===== src/rtl/writeback_arbiter.sv =====
// ---------------------------------------------------------------------------
// writeback_arbiter
//
// Sole driver of the register-file write port. Merges single-cycle pipeline
// writebacks with results from the long-latency multdiv unit. Multdiv results
// that cannot be written immediately are held in a small in-order FIFO. A
// per-register pending scoreboard tracks multdiv ops whose results have not
// yet reached the register file.
//
// Ports
//   clock             rising-edge clock
//   ctrl_reset        synchronous active-high reset
//   pipe_we/rd/data   pipeline writeback request (always accepted)
//   md_issue/_rd      multdiv op issued this cycle, with its destination
//   md_valid/rd/data  multdiv result, valid/ready handshake
//   md_ready          a multdiv result can be accepted this cycle
//   ctrl_writeEnable  registered regfile write enable
//   ctrl_writeReg     registered regfile write address
//   data_writeReg     registered regfile write data
//   pending           bit r set: multdiv result for r not yet written
//   fifo_count        FIFO occupancy, 0..FIFO_DEPTH
// ---------------------------------------------------------------------------
module writeback_arbiter #(
    parameter int DATA_WIDTH = 32,
    parameter int ADDR_WIDTH = 5,
    parameter int FIFO_DEPTH = 2
) (
    input  logic                               clock,
    input  logic                               ctrl_reset,
    input  logic                               pipe_we,
    input  logic [ADDR_WIDTH-1:0]              pipe_rd,
    input  logic [DATA_WIDTH-1:0]              pipe_data,
    input  logic                               md_issue,
    input  logic [ADDR_WIDTH-1:0]              md_issue_rd,
    input  logic                               md_valid,
    input  logic [ADDR_WIDTH-1:0]              md_rd,
    input  logic [DATA_WIDTH-1:0]              md_data,
    output logic                               md_ready,
    output logic                               ctrl_writeEnable,
    output logic [ADDR_WIDTH-1:0]              ctrl_writeReg,
    output logic [DATA_WIDTH-1:0]              data_writeReg,
    output logic [(1<<ADDR_WIDTH)-1:0]         pending,
    output logic [$clog2(FIFO_DEPTH+1)-1:0]    fifo_count
);

    localparam int NUM_REGS = 1 << ADDR_WIDTH;
    localparam int PTR_W    = $clog2(FIFO_DEPTH);
    localparam int CNT_W    = $clog2(FIFO_DEPTH + 1);

    // FIFO storage (no reset needed: only entries below count are ever read)
    logic [ADDR_WIDTH-1:0] fifo_rd_mem   [FIFO_DEPTH];
    logic [DATA_WIDTH-1:0] fifo_data_mem [FIFO_DEPTH];

    logic [PTR_W-1:0]      head_q, head_d;
    logic [PTR_W-1:0]      tail_q, tail_d;
    logic [CNT_W-1:0]      count_q, count_d;

    logic                  we_q, we_d;
    logic [ADDR_WIDTH-1:0] wreg_q, wreg_d;
    logic [DATA_WIDTH-1:0] wdata_q, wdata_d;
    logic [NUM_REGS-1:0]   pending_q, pending_d;

    logic                  md_accept;
    logic                  md_live;
    logic                  pipe_sel;
    logic                  fifo_nonempty;
    logic                  do_pop;
    logic                  do_bypass;
    logic                  do_push;
    logic                  md_write_sel;

    // Ready depends only on occupancy and reset, never on md_valid, so the
    // multdiv side can't form a combinational loop through this block.
    assign md_ready      = !ctrl_reset && (count_q < CNT_W'(FIFO_DEPTH));
    assign md_accept     = md_valid && md_ready;
    // Results for r0 are accepted but go nowhere.
    assign md_live       = md_accept && (md_rd != '0);
    assign pipe_sel      = pipe_we && (pipe_rd != '0);
    assign fifo_nonempty = (count_q != '0);

    // Priority: pipeline, then FIFO head, then bypass of a fresh result.
    assign do_pop        = !pipe_sel && fifo_nonempty;
    assign do_bypass     = !pipe_sel && !fifo_nonempty && md_live;
    assign do_push       = md_live && !do_bypass;
    assign md_write_sel  = do_pop || do_bypass;

    always_comb begin
        we_d    = 1'b0;
        wreg_d  = wreg_q;
        wdata_d = wdata_q;
        if (pipe_sel) begin
            we_d    = 1'b1;
            wreg_d  = pipe_rd;
            wdata_d = pipe_data;
        end else if (do_pop) begin
            we_d    = 1'b1;
            wreg_d  = fifo_rd_mem[head_q];
            wdata_d = fifo_data_mem[head_q];
        end else if (do_bypass) begin
            we_d    = 1'b1;
            wreg_d  = md_rd;
            wdata_d = md_data;
        end
    end

    always_comb begin
        head_d  = head_q;
        tail_d  = tail_q;
        count_d = count_q;
        if (do_pop) begin
            head_d = head_q + PTR_W'(1);
        end
        if (do_push) begin
            tail_d = tail_q + PTR_W'(1);
        end
        case ({do_push, do_pop})
            2'b10:   count_d = count_q + CNT_W'(1);
            2'b01:   count_d = count_q - CNT_W'(1);
            default: count_d = count_q;
        endcase
    end

    // Scoreboard: the clear lands on the same edge that registers the
    // md-sourced write, so pending drops as ctrl_writeEnable rises. A new
    // issue to the same register in that cycle keeps the bit set.
    genvar gi;
    generate
        for (gi = 0; gi < NUM_REGS; gi++) begin : g_pending
            if (gi == 0) begin : g_zero
                assign pending_d[gi] = 1'b0;
            end else begin : g_reg
                logic set_bit;
                logic clr_bit;
                assign set_bit = md_issue && (md_issue_rd == ADDR_WIDTH'(gi));
                assign clr_bit = md_write_sel && (wreg_d == ADDR_WIDTH'(gi));
                assign pending_d[gi] = set_bit || (pending_q[gi] && !clr_bit);
            end
        end
    endgenerate

    always_ff @(posedge clock) begin
        if (do_push) begin
            fifo_rd_mem[tail_q]   <= md_rd;
            fifo_data_mem[tail_q] <= md_data;
        end
    end

    always_ff @(posedge clock) begin
        if (ctrl_reset) begin
            head_q    <= '0;
            tail_q    <= '0;
            count_q   <= '0;
            we_q      <= 1'b0;
            wreg_q    <= '0;
            wdata_q   <= '0;
            pending_q <= '0;
        end else begin
            head_q    <= head_d;
            tail_q    <= tail_d;
            count_q   <= count_d;
            we_q      <= we_d;
            wreg_q    <= wreg_d;
            wdata_q   <= wdata_d;
            pending_q <= pending_d;
        end
    end

    assign ctrl_writeEnable = we_q;
    assign ctrl_writeReg    = wreg_q;
    assign data_writeReg    = wdata_q;
    assign pending          = pending_q;
    assign fifo_count       = count_q;

endmodule


===== config.mk =====
export PLATFORM = sky130hd
export DESIGN_NAME = writeback_arbiter
export DESIGN_NICKNAME = d
export VERILOG_FILES = /design/src/rtl/writeback_arbiter.sv
export SDC_FILE = /design/constraint.sdc
export NUM_CORES = 1
export LEC_CHECK = 0
export ABC_AREA = 1
export ABC_CLOCK_PERIOD_IN_PS = 5300
export BUFFER_PORTS_ARGS = -buffer_cell sky130_fd_sc_hd__buf_2
export CORE_ASPECT_RATIO = 0.75
export CORE_UTILIZATION = 49
export CTS_BUF_LIST = sky130_fd_sc_hd__clkbuf_4 sky130_fd_sc_hd__clkbuf_8
export CTS_CLUSTER_DIAMETER = 60
export DETAILED_ROUTE_END_ITERATION = 12
export GPL_TIMING_DRIVEN = 0
export PLACE_DENSITY = 0.8
export SLEW_MARGIN = 20
export SYNTH_ARGS = -nofsm -noshare
export SYNTH_HDL_FRONTEND = slang
export SYNTH_SLANG_ARGS = --single-unit

===== constraint.sdc =====
create_clock -name clock -period 5.3 [get_ports clock]
set_clock_uncertainty 0.2 [all_clocks]
set_input_delay 1.325 -clock clock [delete_from_list [all_inputs] [get_ports clock]]
set_output_delay 1.325 -clock clock [all_outputs]
set_load 0.1 [all_outputs]

==> results by group <==
Hold path
  – Hold wc startpoint: pending[3]
  – Hold crit path type: reg2reg
  – Hold EP: pending[3]
  – WHS Path Cells: 2

Pwr
  – Clock network power share: 0.251
  – Power share of the sequential group: 0.375
  – Cell area power density: 485 mW/mm²
  – VDD IR max: 0.000482 V
  – Switching power: 1660 µW
  – Final Power: 3730 µW
  – Int Power: 2070 µW
  – Logic pwr share: 0.374
  – Pleak: 0.00318 µW
  – Sw frac: 0.446

Die
  – # rows: 35
  – Height of the chip: 99.4 µm
  – Die Span X: 132 µm
  – Io pins: 157
  – Initial Utilization: 0.504
  – Die ar.: 0.0131 mm²
  – Core box area: 0.0123 mm²

Logic synthesis
  – Main combinational cell family by area after synthesis: simple AND/OR/NAND/NOR gates
  – Seq/Total Area, Yosys: 0.597
  – Mux cell area share after synthesis: 0
  – Post-Synth Simple-Gate Area: 0.233
  – Post-synth net total: 751
  – Dominant cell type by area after synthesis: edfxtp_1
  – Compound-Gate Fraction of Synth Area: 0.112
  – Synth Warn #: 0
  – Synth Area per Inst: 9.31 µm²
  – Post-synthesis xor/xnor area fraction: 0.00282
  – Area contributors post-synth: edfxtp_1 (36%), dfxtp_1 (24%), nand2_1 (10%), nand3_1 (6.9%), a21oi_1 (3.4%)
  – Post-Syn Instances: 666
  – Flops & latches, synth: 148
  – Mapped Area: 0.00620 mm²
  – Yosys cell types: 31
  – Post-synthesis adder-cell area fraction: 0.00202
  – Share of the synthesized area in the top cell type: 0.358

Timing
  – Worst Tran Pin Value: 0.626 ns
  – Slew headroom: 0.582
  – RSZ-0062 raised after global routing: no
  – Min setup slack post-route: 1.47 ns
  – Final hold vios: 0
  – Peak Freq: 0.261 GHz
  – Final setup fails: 0
  – Fraction of the cycle the final worst path needs: 0.723
  – Slew Limit Fails: 0
  – Fin Setup TNS: 0 ns
  – Min Tclk post-route: 3.83 ns

Global routing
  – Congestion Overflow GR: 0
  – GRT met1 Usage: 0.352
  – GRT met3 Usage: 0.0739
  – Met2 usage: 0.396
  – Number of global-route vias before repair: 5232
  – Most congested layer reported by global routing: met2
  – First-pass GRT wire length: 26300 µm
  – Overall routing resource usage: 0.261
  – Largest net degree at the start of global routing: 22
  – Initial antenna violation count: 1

Outcome
  – Status: complete, no violations

Detailed routing
  – Total Routed Length: 16600 µm
  – DRC Markers: 0
  – Initial DRC Count: 557
  – Routed Antenna Nets: 0
  – First-pass detailed-route iteration total: 5
  – Vias per inst: 5.51
  – Via count: 5629
  – WL/cell: 16.3 µm

Clock tree
  – Post-CTS sizing: 0
  – Clock Tree Buf Depth: 2
  – Skew-Pair Late Insertion Delay: 0.44 ns
  – CTS Buf Count: 17
  – Clk pin slew, worst setup/hold paths: 0.08 ns
  – Hold-fix buffers, CTS: 0
  – Sink Count: 148
  – Clock Tree Root: clkbuf_8
  – TritonCTS clock tree: yes
  – H-tree levels: 4
  – Number of buffers added for setup after CTS: 0

Worst setup path
  – Crit-path max FO: 10
  – Worst r2r src: fifo_count[1]
  – Worst R2R Setup Slack: 2.80 ns
  – R2R cell count: 7
  – Startpoint types: input port
  – Worst path required time: 3.77 ns
  – Critical Path AT: 2.31 ns
  – Endpoint class of the critical path: output pin
  – Crit Reg-Reg Endpoint: fifo_data_mem[1][10]
  – Crit path kind: in2out

Run
  – Max-cap violation count: 0

Finish
  – Fill count: 1014
  – Synth-to-Final Area Change: 23.9%
  – Layout cells sized above 1: 0.268
  – Post-route design area: 0.00769 mm²
  – Layout Nets: 926

Placed design
  – Port buffer count: 154
  – Routability cong.: 0.880
  – Dpl ws: 1.46 ns
  – Placed cell area: 0.00725 mm²
  – Post-detail-place hpwl: 11600 µm
synthesized netlist by cell type (all sizes together):
| cell type | instances |
|---|---|
| o221ai | 22 |
| a31oi | 1 |
| dfxtp | 74 |
| a21oi | 42 |
| a41oi | 1 |
| xor2 | 2 |
| clkbuf | 23 |
| clkinv | 1 |
| or2 | 3 |
| buf | 15 |
| ha | 1 |
| conb | 1 |
| edfxtp | 74 |
| nor2b | 1 |
| nand3 | 90 |
| nor3b | 1 |
| o21ai | 41 |
| inv | 37 |
| nor2 | 51 |
| nand4 | 9 |
| nand2 | 168 |
| a221oi | 8 |
layer usage:
metal  vias to the layer above  routed length [µm]
met1                      2633                7280
met4                         0                 407
met2                       291                7420
met3                        40                1510
met5                         -                   0
li1                       2665                   -
area by class of cell:
cell class	count	area, µm²	area share
Sequential cell	148	3700	0.482
Timing Repair Buffer	156	826	0.107
Clock buffer	17	234	0.0304
Multi-Input combinational cell	442	2190	0.285
Inverter	38	143	0.0186
Buffer	38	181	0.0236
Antenna cell	2	5.00	0.000651
Tap cell	166	208	0.0270
Clock inverter	15	196	0.0256
cell families after synthesis:
family                     after synthesis
DFF                                    148
and+or+nand+nor                        323
adders and majority gates                1
buffers and inverters                   76
other                                    1
AOI/OAI and AO/OA                      115
xor gates and xnor gates                 2
critical path, cell delays in order:
cell and delay [ns]:
buf_4 0.16, clkbuf_1 0.24, nor2_1 0.14, buf_2 0.43
cells in the final DEF, fill, tap and decap left out, drive strengths merged, types with 3 or more instances in the layout:
master	Yosys	layout
a21oi	42	42
a221oi	8	8
buf	15	171
bufinv	0	3
clkbuf	23	40
clkinv	1	6
dfxtp	74	74
edfxtp	74	74
inv	37	42
nand2	168	168
nand3	90	90
nand4	9	9
nor2	51	51
o21ai	41	41
o221ai	22	22
or2	3	3
power groups by stage:
stage	sequential, µW	clock (µW)	combinational (µW)
global placement	1420	0	1360
finish	1400	938	1390
global route	1410	994	1480
CTS	1400	944	1390
detailed placement	1420	0	1380
floorplan	2060	0	442
registers in the layout, summed over array words and instances (netlist names), named ones only:
| name | count |
|---|---|
| ctrl_writeEnable | 1 |
| pending | 31 |
| head_q | 1 |
| ctrl_writeReg | 5 |
| tail_q | 1 |
| fifo_rd_mem | 10 |
| fifo_count | 2 |
| fifo_data_mem | 64 |
| data_writeReg | 32 |
how the worst max path moves through the flow:
stage | end | slack [ns] | cells after the start | startpoint
finish | md_ready | 1.47 | 4 | ctrl_reset
global route | md_ready | 1.40 | 4 | ctrl_reset
CTS | md_ready | 1.46 | 4 | ctrl_reset
detailed placement | md_ready | 1.46 | 4 | ctrl_reset
global placement | fifo_data_mem[1][30] | 0.05 | 9 | pipe_rd[0]
floorplan | md_ready | 0.84 | 3 | ctrl_reset
stage by stage:
| stage | utilization | std cells | hold WS, ns |
|---|---|---|---|
| detailed placement | 0.589 | 988 | 0.254 |
| finish | 0.625 | 1022 | 0.260 |
| global placement | 0.584 | 986 | 0.239 |
| floorplan | - | 666 | 0.226 |
| global route | 0.624 | 1020 | 0.279 |
| CTS | 0.624 | 1020 | 0.266 |
Note: power is estimated with default switching activity, not from simulation.
